$ cat config.mk
export PLATFORM = sky130hd
export DESIGN_NAME = control
export DESIGN_NICKNAME = d
export VERILOG_FILES = /design/src/rtl/control.sv
export SDC_FILE = /design/constraint.sdc
export NUM_CORES = 1
export LEC_CHECK = 0
export CAP_MARGIN = 20
export CORE_UTILIZATION = 56
export CTS_CLUSTER_DIAMETER = 60
export DETAILED_ROUTE_END_ITERATION = 8
export PLACE_DENSITY = 0.79
export SYNTH_ARGS = -nofsm -noshare
export SYNTH_HDL_FRONTEND = slang
export SYNTH_SLANG_ARGS = --single-unit
$ cat constraint.sdc
create_clock -name clk -period 1.7 [get_ports clk]
set_input_delay 0.34 -clock clk [delete_from_list [all_inputs] [get_ports clk]]
set_output_delay 0.34 -clock clk [all_outputs]
set_load 0.005 [all_outputs]
$ cat src/rtl/control.sv
// control: SSD1306 OLED controller. Sends INIT after reset, then toggles inverse mode once per debounced button press.
// Latency: a press starts a frame 2 + DEBOUNCE + up to CLK_DIV clocks later when READY. One I2C bit is 4*CLK_DIV clocks.
// Backpressure: none. Presses made while a frame is in flight are held in a sticky flag, and several presses collapse into one.
// Ports:  clk (27 MHz), rst (async, active-high), bbutton (active-low, async to clk),
//         sck / sda (I2C SCL / SDA; a line is released by driving it to 1).
// Optional: define CONTROL_AUTO_BLINK_EN to also toggle every BLINK_PERIOD clocks once INIT has completed.
module control #(
  parameter int CLK_DIV      = 17,
  parameter int DEBOUNCE     = 64,
  parameter int BLINK_PERIOD = 27000000
) (
  input  logic clk,
  input  logic rst,
  input  logic bbutton,
  output logic sck,
  output logic sda
);

  localparam int QW = (CLK_DIV > 1) ? $clog2(CLK_DIV) : 1;
  localparam int DW = $clog2(DEBOUNCE + 1);

  typedef enum logic [1:0] {S_INIT, S_READY, S_TOGGLE} seq_t;
  typedef enum logic [2:0] {E_IDLE, E_START, E_DATA, E_ACK, E_STOP} eng_t;

  // Quarter-bit tick
  logic [QW-1:0] qcnt;
  logic          q_tick;

  assign q_tick = (qcnt == QW'(CLK_DIV - 1));

  always_ff @(posedge clk or posedge rst) begin
    if (rst)         qcnt <= '0;
    else if (q_tick) qcnt <= '0;
    else             qcnt <= qcnt + 1'b1;
  end

  // Button conditioner: synchroniser, then a hold-time debouncer
  logic [1:0]    btn_sync;
  logic          btn_s;
  logic          db_level;
  logic [DW-1:0] db_cnt;
  logic          db_hit;
  logic          press;

  assign btn_s  = btn_sync[1];
  assign db_hit = (btn_s != db_level) && (db_cnt == DW'(DEBOUNCE - 1));
  assign press  = db_hit && !btn_s;

  always_ff @(posedge clk or posedge rst) begin
    if (rst) begin
      btn_sync <= 2'b11;
      db_level <= 1'b1;
      db_cnt   <= '0;
    end else begin
      btn_sync <= {btn_sync[0], bbutton};
      if (btn_s == db_level) begin
        db_cnt <= '0;
      end else if (db_hit) begin
        db_level <= btn_s;
        db_cnt   <= '0;
      end else begin
        db_cnt <= db_cnt + 1'b1;
      end
    end
  end

  // Sequencer and bit-engine state
  seq_t       seq, seq_n;
  eng_t       est, est_n;
  logic [1:0] phase, phase_n;
  logic [2:0] bitc, bitc_n;
  logic [2:0] byte_idx, idx_n;
  logic [7:0] shreg, sh_n;
  logic [1:0] gap, gap_n;
  logic       pending;
  logic       inv;
  logic       blink_tick;
  logic       frame_done;
  logic       tx_req;
  logic       take;
  logic       init_frame;
  logic [2:0] last_idx;
  logic       sck_d, sda_d;

  assign frame_done = q_tick && (est == E_STOP) && (phase == 2'd3);

  function automatic logic [7:0] cmd_byte(input logic is_init, input logic [2:0] idx,
                                          input logic inv_now);
    case (idx)
      3'd0:    cmd_byte = 8'h78;
      3'd1:    cmd_byte = 8'h00;
      3'd2:    cmd_byte = is_init ? 8'hAE : (inv_now ? 8'hA6 : 8'hA7);
      3'd3:    cmd_byte = 8'h8D;
      3'd4:    cmd_byte = 8'h14;
      default: cmd_byte = 8'hAF;
    endcase
  endfunction

  // A press that coincides with taking the flag is a fresh press, so set wins over clear.
  always_ff @(posedge clk or posedge rst) begin
    if (rst)                       pending <= 1'b0;
    else if (press || blink_tick)  pending <= 1'b1;
    else if (take)                 pending <= 1'b0;
  end

  always_ff @(posedge clk or posedge rst) begin
    if (rst)                                   inv <= 1'b0;
    else if ((seq == S_TOGGLE) && frame_done)  inv <= ~inv;
  end

`ifdef CONTROL_AUTO_BLINK_EN
  localparam int BW = $clog2(BLINK_PERIOD + 1);
  logic [BW-1:0] blink_cnt;
  logic          init_done;

  assign blink_tick = init_done && (blink_cnt == BW'(BLINK_PERIOD - 1));

  always_ff @(posedge clk or posedge rst) begin
    if (rst) begin
      blink_cnt <= '0;
      init_done <= 1'b0;
    end else begin
      if ((seq == S_INIT) && frame_done) init_done <= 1'b1;
      if (init_done) blink_cnt <= blink_tick ? '0 : blink_cnt + 1'b1;
    end
  end
`else
  // BLINK_PERIOD only matters in auto-blink builds.
  logic unused_blink_period;
  assign unused_blink_period = (BLINK_PERIOD > 0);
  assign blink_tick = 1'b0;
`endif

  // Sequencer FSM
  always_ff @(posedge clk or posedge rst) begin
    if (rst) seq <= S_INIT;
    else     seq <= seq_n;
  end

  always_comb begin
    seq_n = seq;
    case (seq)
      S_INIT:   if (frame_done) seq_n = S_READY;
      S_READY:  if (pending)    seq_n = S_TOGGLE;
      S_TOGGLE: if (frame_done) seq_n = S_READY;
      default:  seq_n = S_INIT;
    endcase
  end

  always_comb begin
    tx_req     = (seq == S_INIT) || (seq == S_TOGGLE);
    take       = (seq == S_READY) && pending;
    init_frame = (seq == S_INIT);
    last_idx   = init_frame ? 3'd5 : 3'd2;
  end

  // Bit engine FSM. It advances only on quarter ticks.
  always_ff @(posedge clk or posedge rst) begin
    if (rst) begin
      est      <= E_IDLE;
      phase    <= 2'd0;
      bitc     <= 3'd0;
      byte_idx <= 3'd0;
      shreg    <= 8'hFF;
      gap      <= 2'd2;   // counts as an idle bus, so the first Q after reset can START
    end else begin
      est      <= est_n;
      phase    <= phase_n;
      bitc     <= bitc_n;
      byte_idx <= idx_n;
      shreg    <= sh_n;
      gap      <= gap_n;
    end
  end

  always_comb begin
    est_n   = est;
    phase_n = phase;
    bitc_n  = bitc;
    idx_n   = byte_idx;
    sh_n    = shreg;
    gap_n   = gap;
    if (q_tick) begin
      case (est)
        E_IDLE: begin
          if (tx_req && (gap == 2'd2)) begin
            est_n   = E_START;
            phase_n = 2'd0;
          end else if (gap != 2'd2) begin
            gap_n = gap + 2'd1;
          end
        end
        E_START: begin
          if (phase == 2'd0) begin
            phase_n = 2'd1;
          end else begin
            est_n   = E_DATA;
            phase_n = 2'd0;
            bitc_n  = 3'd0;
            idx_n   = 3'd0;
            sh_n    = cmd_byte(init_frame, 3'd0, inv);
          end
        end
        E_DATA: begin
          if (phase != 2'd3) begin
            phase_n = phase + 2'd1;
          end else begin
            phase_n = 2'd0;
            if (bitc == 3'd7) begin
              est_n = E_ACK;
            end else begin
              bitc_n = bitc + 3'd1;
              sh_n   = {shreg[6:0], 1'b0};
            end
          end
        end
        E_ACK: begin
          if (phase != 2'd3) begin
            phase_n = phase + 2'd1;
          end else begin
            phase_n = 2'd0;
            if (byte_idx == last_idx) begin
              est_n = E_STOP;
            end else begin
              est_n  = E_DATA;
              bitc_n = 3'd0;
              idx_n  = byte_idx + 3'd1;
              sh_n   = cmd_byte(init_frame, byte_idx + 3'd1, inv);
            end
          end
        end
        E_STOP: begin
          if (phase != 2'd3) begin
            phase_n = phase + 2'd1;
          end else begin
            est_n   = E_IDLE;
            phase_n = 2'd0;
            gap_n   = 2'd0;
          end
        end
        default: est_n = E_IDLE;
      endcase
    end
  end

  // Line levels per engine state. STOP holds SCL low for two Q so SCL low time is never shorter than a data bit's.
  always_comb begin
    sck_d = 1'b1;
    sda_d = 1'b1;
    case (est)
      E_START: begin
        sck_d = (phase == 2'd0);
        sda_d = 1'b0;
      end
      E_DATA: begin
        sck_d = phase[1];
        sda_d = shreg[7];
      end
      E_ACK: begin
        sck_d = phase[1];
        sda_d = 1'b1;
      end
      E_STOP: begin
        sck_d = phase[1];
        sda_d = (phase == 2'd3);
      end
      default: begin
        sck_d = 1'b1;
        sda_d = 1'b1;
      end
    endcase
  end

  // Registered pins: no decode glitches on SCL, and reset releases the bus at once.
  always_ff @(posedge clk or posedge rst) begin
    if (rst) begin
      sck <= 1'b1;
      sda <= 1'b1;
    end else begin
      sck <= sck_d;
      sda <= sda_d;
    end
  end

endmodule

# Word level (Yosys, flattened, before mapping)
# Index checks and enable logic that the tools add are counted.
totals:
  n_memories: 0
  latchBits: 0
  mem_bits_rw: 0
  register_bits: 42
  mem_bits_ro: 0
  elab_cells: 127
classes:
  n_mul: 0
  eq_ne: 32
  reduce_logical: 27
  n_div: 0
  addsub: 6
  bitwise: 2
  order_cmp: 0
  mux: 45
  shifts: 0
op_table:
  columns: ["op", "count"]
  rows:
  - ["2-to-1 mux 3 bit", 15]
  - ["2-to-1 mux 8 bit", 5]
  - ["one-hot mux 8 bit (5 select lines)", 1]
  - ["inequality test 2 bit, second input constant", 13]
  - ["one-hot mux 8 bit (3 select lines)", 1]
  - ["one-hot mux 3 bit (5 select lines)", 1]
  - ["2-to-1 mux 2 bit", 7]
  - ["2-to-1 mux 7 bit", 2]
  - ["AND reduction 7 bit", 2]
  - ["== test 3 x 2 -> 1 bit, second input constant", 4]
  - ["AND reduction 5 bit", 2]
  - ["== test 3 bit, second input constant", 3]
  - ["one-hot mux 3 bit (3 select lines)", 1]
  - ["one-hot mux 2 bit (2 select lines)", 2]
  - ["adder 7 x 1 -> 7 bit, second input constant", 1]
  - ["== test 7 x 6 -> 1 bit, second input constant", 1]
  - ["logical AND 1 bit", 7]
  - ["adder 3 x 1 -> 3 bit, second input constant", 2]
  - ["== test 2 bit, second input constant", 3]
  - ["== test 3 x 1 -> 1 bit, second input constant", 2]
  - ["zero test 3 bit", 2]
  - ["one-hot mux 2 bit (3 select lines)", 1]
  - ["one-hot mux 3 bit (2 select lines)", 1]
  - ["nonzero test 2 bit", 3]
  - ["22 further kinds", 30]

# Longest topological paths before layout
# Gate-level depths: netlist of the first run.
depth:
  word_depth: 6
  mapped_depth: 8
  mapped_depth_nobuf: 6

# Least setup slack after synthesis of the first run
# No wires, ideal clock.
synth_path:
  path_type: "reg-to-reg"
  start: "register byte_idx[0]"
  end: "register shreg[3]"
  n_path_buf: 0
  arrival_time_ns: 1.769
  period_less_slack_ns: 1.852
  stages_incl_launch_ff: 7
  setup_time_ns: 0.082
  path_slack_ns: -0.152
  path_cell_list: "dfrtp_1 ha_1 ha_1 nor4_1 nor4_1 a21oi_1 mux2_4"
synth_between:
  elab_chain_cells: 6
synth_lines:
  columns: ["item", "line", "text"]
  rows:
  - ["from (decl)", "72", "logic [2:0] byte_idx, idx_n;"]
  - ["from (signal assigned)", "170", "byte_idx <= idx_n;"]
  - ["adder 3 x 1 -> 3 bit", "228", "sh_n = cmd_byte(init_frame, byte_idx + 3'd1, inv);"]
  - ["== test 3 bit, or another cell as far along", "89", "case (idx)"]
  - ["one-hot mux 8 bit (5 select lines)", "89", null]
  - ["2-to-1 mux 8 bit", "222", "if (byte_idx == last_idx) begin"]
  - ["2-to-1 mux 8 bit", "218", "if (phase != 2'd3) begin"]
  - ["one-hot mux 8 bit (3 select lines)", "184", "case (est)"]
  - ["to (signal assigned)", "171", "shreg <= sh_n;"]
  - ["to (decl)", "73", "logic [7:0] shreg, sh_n;"]
# Several ways; a longest one is shown, not always the timed one. The select of a mux whose other input is x is not followed.
# A chain may end at the register's enable or synchronous reset.

# Final worst setup path of the first run
layout_path:
  start: "register byte_idx[1]"
  end: "register shreg[5]"
# Same word-level chain as after synthesis.

==> results.rst, run 1 <==
.. list-table::
   :header-rows: 1

   * - Metric
     - Value
   * - CTS sink count
     - 42
   * - Critical Path Start Type
     - register
   * - Post-synth design cell area
     - 2400 µm²
   * - Combinational cell fraction of total power
     - 2.3%
   * - Maximum VDD drop
     - 0.529 mV
   * - Number of antenna violations at the first check in global routing
     - 0
   * - Area fraction in and, or, nand and nor cells after synthesis
     - 18.1%
   * - Fin. max-slew vios
     - 0
   * - Number of top-level design ports
     - 5
   * - Synthesis warning total
     - 0
   * - Design internal power
     - 1.50 mW
   * - Switching power
     - 383 µW
   * - Number of global-route vias before repair
     - 1862
   * - Share of post-route cells with drive strength above 1
     - 42.5%
   * - Layout overhead on the synthesized area
     - 36.2%
   * - Synthesized net count
     - 248
   * - Number of nets in the layout
     - 303
   * - Worst min-delay path category
     - register to register
   * - Chain of cells forming the critical path
     - ha_4, ha_4, nor4_4, buf_4, nor4_4, a21oi_1, mux2_4
   * - Post-DRT Antenna Nets
     - 0
   * - Die outline area
     - 4550 µm²
   * - Slowest stage cell on the critical path
     - sky130_fd_sc_hd__dfrtp_2
   * - Dominant combinational cell family by area after synthesis
     - simple AND/OR/NAND/NOR gates
   * - Final cell count without fillers
     - 337
   * - Critical path start-end classification
     - register to register
   * - Worst path max stage delay
     - 0.45 ns
   * - Total placed instance area
     - 2770 µm²
   * - Skew final
     - 0.0104 ns
   * - Fmax
     - 523 MHz
   * - Fin. Hold Viols
     - 0
   * - Post-DP HPWL
     - 3270 µm
   * - Data required, critical path
     - 1.93 ns
   * - Pwr dens
     - 578 nW/µm²
   * - Violations in the final reports
     - negative setup slack
   * - Count of antenna diodes in the layout
     - 0
   * - Min Clock Period, post-route
     - 1.91 ns
   * - DR WL/cell
     - 18.4 µm
   * - CTS buffer count
     - 5
   * - Proportion of power drawn by flip-flops and latches
     - 53.8%
   * - Number of setup violations in the final report
     - 19
   * - Worst-skew pair later-pin latency
     - 0.30 ns
   * - Clock transition at the register clock pins on the worst setup and hold paths after CTS
     - 0.08 ns
   * - Max Root-Sink Buffers
     - 2
   * - Count of buffers inserted at the top-level ports
     - 4
   * - Critical Path End Type
     - register
   * - Main synth FF type
     - sky130_fd_sc_hd__dfrtp_1
   * - Vias post-DR
     - 1969
   * - Global-route wire length before repair
     - 8870 µm
   * - Mean area per synthesized cell
     - 10.4 µm²
   * - Transition time at the pin with the least slew margin
     - 0.436 ns
   * - XOR/XNOR share of the synthesized area
     - 2.92%
   * - Final instance area
     - 3270 µm²
   * - Overall track demand over capacity in global routing
     - 26.9%
   * - Post-synthesis mux area share
     - 11.2%
   * - Hold buffer count at cts
     - 0
   * - Cell type with the highest aggregate area in the netlist
     - sky130_fd_sc_hd__dfrtp_1
   * - Final routed wirelength across all metal layers
     - 6200 µm
   * - DIE HEIGHT
     - 67.4 µm
   * - Top post-synthesis cells by area
     - sky130_fd_sc_hd__dfrtp_1 (29%), sky130_fd_sc_hd__dfstp_2 (15%), sky130_fd_sc_hd__ha_1 (7.3%), sky130_fd_sc_hd__mux2_4 (5.0%), sky130_fd_sc_hd__nor2_1 (3.8%)
   * - Worst setup slack after layout
     - -0.212 ns
   * - Length of the first detailed-routing pass in iterations
     - 4
   * - Core area
     - 4060 µm²
   * - Width of the die
     - 67.4 µm
   * - Unrepaired setup endpoints after global routing
     - yes
   * - Number of synthesized flops with an enable pin
     - 0
   * - Starting density of the core
     - 59.1%
   * - Register area share after synthesis
     - 44.6%
   * - Fraction of the mapped netlist area in compound gates
     - 10.8%
   * - CTS Root Cell
     - sky130_fd_sc_hd__clkbuf_8
   * - P_leak
     - 1.45 nW
   * - Most frequent cells in the layout
     - sky130_fd_sc_hd__buf_4 (42), sky130_fd_sc_hd__dfrtp_1 (26), sky130_fd_sc_hd__nor2_1 (23)
   * - TritonCTS clock tree
     - yes
   * - CTS H-tree lvls
     - 2
   * - Cell count after synthesis
     - 231
   * - Final period util
     - 112%
   * - Synth top area share
     - 29.2%
   * - Worst relative slew slack
     - 70.7%
   * - Number of instances in the placed design
     - 311
   * - Global-route congestion overflow total
     - 0
   * - Max-cap violations
     - 0
   * - Fraction of power spent switching nets
     - 20.3%
   * - Number of core rows
     - 23
   * - Adder and majority cell fraction of the synthesized area
     - 7.31%
   * - Part of the power in the clock network
     - 43.9%
   * - Arr. time, crit path
     - 2.14 ns
   * - Average vias per placed instance
     - 5.84
   * - Post-route DRC
     - 0
   * - Most common cell after layout, fill and taps aside
     - sky130_fd_sc_hd__buf_4
   * - Accumulated negative setup slack
     - -2.25 ns
   * - Gp weighted congestion
     - 0.923
   * - Status
     - complete, but fails checks
   * - Critical path fanouts, max
     - 6
   * - Async S/R FF share, synth
     - 100%
   * - Maximum number of pins on one net before global-route repair
     - 43
   * - Number of DRC markers after the initial detailed-route iteration
     - 214
   * - Synth unique cells
     - 50
   * - Register bit count reported by yosys
     - 42
final cells by class:
class | instances | area, µm²
clock inverter | 1 | 30.0
sequential | 42 | 1070
multi-input combinational | 162 | 1440
inverter | 18 | 70.1
clock buffer | 7 | 86.3
tap | 50 | 62.6
timing repair buffer | 57 | 507
fill | 218 | 792
metrics by stage:
step / power [mW] / hold WS [ns] / setup WS (ns) / util (%)
global placement: 1.08 / 0.347 / -0.0751 / 68.3
global route: 1.95 / 0.366 / -0.239 / 80.5
detailed placement: 1.08 / 0.351 / -0.190 / 68.3
CTS: 1.89 / 0.362 / -0.123 / 74.7
finish: 1.89 / 0.359 / -0.212 / 80.5
floorplan: 1.06 / 0.344 / -0.0508 / -
power groups by stage:
stage          registers (mW)  clock network [mW]  logic, mW
6_report                 1.02               0.828     0.0436
3_3_place_gp             1.03                   0     0.0451
2_1_floorplan            1.03                   0     0.0275
4_1_cts                  1.02               0.833     0.0457
5_1_grt                  1.02               0.884     0.0526
3_5_place_dp             1.03                   0     0.0455
kinds of logic after synthesis:
kind of cell / count (synthesis)
AOI/OAI and AO/OA: 36
and+or+nand+nor: 82
xor gates and xnor gates: 8
adders and majority gates: 14
DFF: 42
muxes: 22
buffers and inverters: 27
registers in the layout (all words and copies together) (netlist names), 2 cells and up:
signal / flops
byte_idx: 3
shreg: 8
qcnt: 5
seq: 2
est: 3
bitc: 3
db_cnt: 7
phase: 2
gap: 2
btn_sync: 2
per-layer routing:
layer	routed length, µm	GRT usage [%]	share of wire [%]	vias to the layer above
met5	0	0	0	-
met4	315	11.2	5.1	0
met3	293	5.91	4.7	30
met2	2980	45.9	48	70
met1	2610	32.5	42	951
li1	-	-	-	918
final timing paths:
| check | startpoint | end | slack (ns) | depth (start not counted) |
|---|---|---|---|---|
| setup / recovery | byte_idx[1] | shreg[5] | -0.21 | 7 |
| hold / removal | btn_sync[0] | btn_sync[1] | 0.36 | 0 |
| hold reg to reg | btn_sync[0] | btn_sync[1] | 0.36 | 0 |
| max in group asynchronous | rst | sda | 1.04 | 3 |
| min in group asynchronous | rst | db_cnt[4] | 0.38 | 3 |
| setup reg to reg | byte_idx[1] | shreg[5] | -0.21 | 7 |
synth_stat cells, types with 2 or more instances:
| cell | number |
|---|---|
| sky130_fd_sc_hd__dfrtp_1 | 28 |
| sky130_fd_sc_hd__nor2_1 | 24 |
| sky130_fd_sc_hd__inv_1 | 18 |
| sky130_fd_sc_hd__dfstp_2 | 14 |
| sky130_fd_sc_hd__ha_1 | 14 |
| sky130_fd_sc_hd__nand2_1 | 14 |
| sky130_fd_sc_hd__nand2b_1 | 11 |
| sky130_fd_sc_hd__a21oi_1 | 8 |
| sky130_fd_sc_hd__mux2_4 | 8 |
| sky130_fd_sc_hd__mux2_2 | 7 |
| sky130_fd_sc_hd__mux2i_1 | 7 |
| sky130_fd_sc_hd__nand3_1 | 7 |
| sky130_fd_sc_hd__o21ai_0 | 6 |
| sky130_fd_sc_hd__xnor2_1 | 6 |
| sky130_fd_sc_hd__nor3_1 | 5 |
| sky130_fd_sc_hd__nor3b_1 | 4 |
| sky130_fd_sc_hd__a31oi_1 | 3 |
| sky130_fd_sc_hd__o22ai_1 | 3 |
| sky130_fd_sc_hd__or2_2 | 3 |
| sky130_fd_sc_hd__buf_1 | 2 |
| sky130_fd_sc_hd__buf_2 | 2 |
| sky130_fd_sc_hd__buf_6 | 2 |
| sky130_fd_sc_hd__clkbuf_1 | 2 |
| sky130_fd_sc_hd__nand4_1 | 2 |
| sky130_fd_sc_hd__nor2b_1 | 2 |
| sky130_fd_sc_hd__nor4_1 | 2 |
| sky130_fd_sc_hd__o211ai_1 | 2 |
| sky130_fd_sc_hd__o311ai_0 | 2 |
| sky130_fd_sc_hd__xor2_1 | 2 |
critical path, delay by kind of cell (launching register included):
| kind | cells | cell delay, ns |
|---|---|---|
| fa+ha+maj | 2 | 0.50 |
| compound gates | 1 | 0.13 |
| mux | 1 | 0.28 |
| flops | 1 | 0.45 |
| buf+inv | 1 | 0.14 |
| simple gates | 2 | 0.34 |
repair_timing:
item                                   in CTS  in global routing
setup endpoints to repair                  12                 19
cloned                                      0                  2
endpoints found under the hold margin       0                  0
gates resized for setup                    15                 28
pin swaps                                  10                 16
setup buffers                               7                 10
Power figures use the tool's default switching activity.
==> inputs of run 2 (changes only) <==
--- a/config.mk
+++ b/config.mk
@@ -6,9 +6,11 @@
 export NUM_CORES = 1
 export LEC_CHECK = 0
 export CAP_MARGIN = 20
+export CORE_MARGIN = 4
 export CORE_UTILIZATION = 56
 export CTS_CLUSTER_DIAMETER = 60
 export DETAILED_ROUTE_END_ITERATION = 8
+export MAX_ROUTING_LAYER = met4
 export PLACE_DENSITY = 0.79
 export SYNTH_ARGS = -nofsm -noshare
 export SYNTH_HDL_FRONTEND = slang
==> run 2 against run 1 <==
The run still ends with negative setup slack left. Clock skew rose by 0.0020 ns. Via count is 5.3% lower. Sequential cell count stayed put. Critical path type unchanged. Fmax up 4.3%. First-iteration DRC count rose by 8.9%. Final area shrank 4.7%.
==> results.rst, run 2 (synthesis results as in run 1) <==
.. list-table::
   :header-rows: 1

   * - Metric
     - Value
   * - Critical path start-end classification
     - register to register
   * - Min Clock Period, post-route
     - 1.83 ns (-0.0785 ns)
   * - Final instance area
     - 3110 µm² (-4.7%)
   * - Critical path fanouts, max
     - 7 (+1)
   * - Gp weighted congestion
     - 0.882 (-4.5%)
   * - Startpoint of the worst-slack reg-to-reg timing path
     - byte_idx[0]
   * - Register area
     - 1070 µm² (+0.12%)
   * - Slowest stage cell on the critical path
     - sky130_fd_sc_hd__dfrtp_2
   * - Crit-path leading delay family
     - flip-flops
   * - Total placed instance area
     - 2790 µm² (+0.54%)
   * - Maximum VDD drop
     - 0.539 mV (+1.8%)
   * - Final routed wirelength across all metal layers
     - 5260 µm (-15%)
   * - DIE HEIGHT
     - 73.4 µm (+8.9%)
   * - CTS H-tree lvls
     - 2 (unchanged)
   * - Width of the die
     - 73.4 µm (+8.9%)
   * - Share of post-route cells with drive strength above 1
     - 39.5% (-3.0 points)
   * - Top Registers
     - shreg (8), db_cnt (7), qcnt (5)
   * - Die outline area
     - 5390 µm² (+19%)
   * - Worst reg2reg setup slack
     - -0.13 ns (+0.08 ns)
   * - Max reg flops
     - 8 (unchanged)
   * - Data required, critical path
     - 1.94 ns (about the same)
   * - Clock transition at the register clock pins on the worst setup and hold paths after CTS
     - 0.09 ns (about the same)
   * - Post-route DRC
     - 0 (unchanged)
   * - Multi-input gate area
     - 1370 µm² (-5.1%)
   * - Number of core rows
     - 23 (unchanged)
   * - R2R Path End
     - shreg[2]
   * - Average vias per placed instance
     - 5.63 (-3.6%)
   * - Core area
     - 4060 µm² (unchanged)
   * - Number of global-route vias before repair
     - 1924 (+3.3%)
   * - Global-route wire length before repair
     - 8340 µm (-6.0%)
   * - Number of antenna violations at the first check in global routing
     - 0 (unchanged)
   * - Layout overhead on the synthesized area
     - 29.9%
   * - Most common cell after layout, fill and taps aside
     - sky130_fd_sc_hd__buf_4
   * - Final period util
     - 108% (-4.6 points)
   * - Unrepaired setup endpoints after global routing
     - yes
   * - TritonCTS clock tree
     - yes
   * - CTS Root Cell
     - sky130_fd_sc_hd__clkbuf_8
   * - Hold buffer count at cts
     - 0 (unchanged)
   * - Buf+Inv Stages, Crit Path
     - 2 (+1)
   * - Pwr dens
     - 564 nW/µm² (-2.5%)
   * - Count of antenna diodes in the layout
     - 0 (unchanged)
   * - Fin. Hold Viols
     - 0 (unchanged)
   * - Number of setup violations in the final report
     - 13 (-6)
   * - Maximum number of pins on one net before global-route repair
     - 43 (unchanged)
   * - Length of the first detailed-routing pass in iterations
     - 4 (unchanged)
   * - CTS sink count
     - 42 (unchanged)
   * - Transition time at the pin with the least slew margin
     - 0.401 ns (-0.0349 ns)
   * - Number of top-level design ports
     - 5 (unchanged)
   * - Worst relative slew slack
     - 73.1% (+2.5 points)
   * - Chain of cells forming the critical path
     - buf_4, inv_2, ha_1, or2_4, o311ai_2, a21oi_1, mux2_4
   * - Starting density of the core
     - 59.1% (unchanged)
   * - Most frequent cells in the layout
     - sky130_fd_sc_hd__buf_4 (40), sky130_fd_sc_hd__dfrtp_1 (25), sky130_fd_sc_hd__nor2_1 (24)
   * - Number of DRC markers after the initial detailed-route iteration
     - 233 (+8.9%)
   * - Register with the most flip-flops
     - shreg
   * - Max Root-Sink Buffers
     - 2 (unchanged)
   * - R2R depth
     - 7 (unchanged)
   * - Hold path endpoint
     - btn_sync[1]
   * - Count of buffers inserted at the top-level ports
     - 4 (unchanged)
   * - Number of nets in the layout
     - 297 (-2.0%)
   * - Global-route congestion overflow total
     - 0 (unchanged)
   * - Arr. time, crit path
     - 2.07 ns (-0.07 ns)
   * - Post-DRT Antenna Nets
     - 0 (unchanged)
   * - Place WS
     - -0.128 ns (+0.0618 ns)
   * - Critical Path End Type
     - register
   * - Fmax
     - 546 MHz (+4.3%)
   * - Fin. max-slew vios
     - 0 (unchanged)
   * - Worst-skew pair later-pin latency
     - 0.30 ns (about the same)
   * - Status
     - complete, but fails checks
   * - CTS buffer count
     - 5 (unchanged)
   * - Worst min-delay path category
     - register to register
   * - Worst path max stage delay
     - 0.47 ns (+0.02 ns)
   * - Overall track demand over capacity in global routing
     - 20.6% (-6.3 points)
   * - Filler cell count
     - 236 (+8.3%)
   * - Worst setup slack after layout
     - -0.133 ns (+0.0785 ns)
   * - P_leak
     - 1.40 nW (-3.7%)
   * - Hold path startpoint
     - btn_sync[0]
   * - DR WL/cell
     - 15.9 µm (-14%)
   * - Violations in the final reports
     - negative setup slack
   * - Critical Path Start Type
     - register
   * - Hold depth
     - 0 (unchanged)
   * - Skew final
     - 0.0124 ns (+0.00197 ns)
   * - Vias post-DR
     - 1864 (-5.3%)
   * - Post-DP HPWL
     - 3250 µm (-0.66%)
   * - Power, Total
     - 1.76 mW (-7.0%)
   * - Max-cap violations
     - 0 (unchanged)
[run 2: how the worst max path moves through the flow]
stage,from,end,slack [ns],cells after the start
finish,byte_idx[0],shreg[2],-0.13,7
global route,byte_idx[0],shreg[3],-0.18,6
CTS,gap[1],est[2],-0.11,5
detailed placement,byte_idx[0],shreg[3],-0.13,6
global placement,gap[1],est[2],-0.07,5
floorplan,qcnt[0],bitc[0],-0.05,8
[run 2: repair_timing]
action | in CTS | in global routing
buffers inserted | 1 | 8
cloned | 0 | 1
endpoints found under the setup margin | 13 | 18
pin swaps | 7 | 10
resized for setup | 13 | 14
[run 2: area by class of cell]
type,instances,share of cell area [%]
multi-input combinational,162,43.9
timing repair buffer,51,14.5
sequential,42,34.4
clock inverter,2,0.402
clock buffer,6,2.65
tap,50,2.01
inverter,18,2.17
[run 2: where the power goes]
group	leakage, nW	internal [mW]	switching (mW)
sequential	0.511	1.01	0.00598
combinational	0.840	0.0162	0.0278
clock	0.0472	0.327	0.369
total	1.40	1.35	0.402
[run 2: layer usage]
metal	global-route usage, %	wire length (µm)	up-vias
li1	-	-	907
met1	23.9	2290	914
met2	35.2	2690	34
met3	4.38	196	9
met4	7.24	82	0
met5	-	0	-
[run 2: through the flow]
stage | hold slack, ns | util [%] | TNS, ns | std cells
final | 0.359 | 76.7 | -1.10 | 331
after global routing | 0.367 | 76.7 | -2.23 | 331
after CTS | 0.360 | 72.7 | -0.640 | 322
after detailed placement | 0.348 | 68.6 | -0.867 | 313
after global placement | 0.346 | 68.6 | -0.453 | 313
after floorplan | 0.344 | - | -0.361 | 231
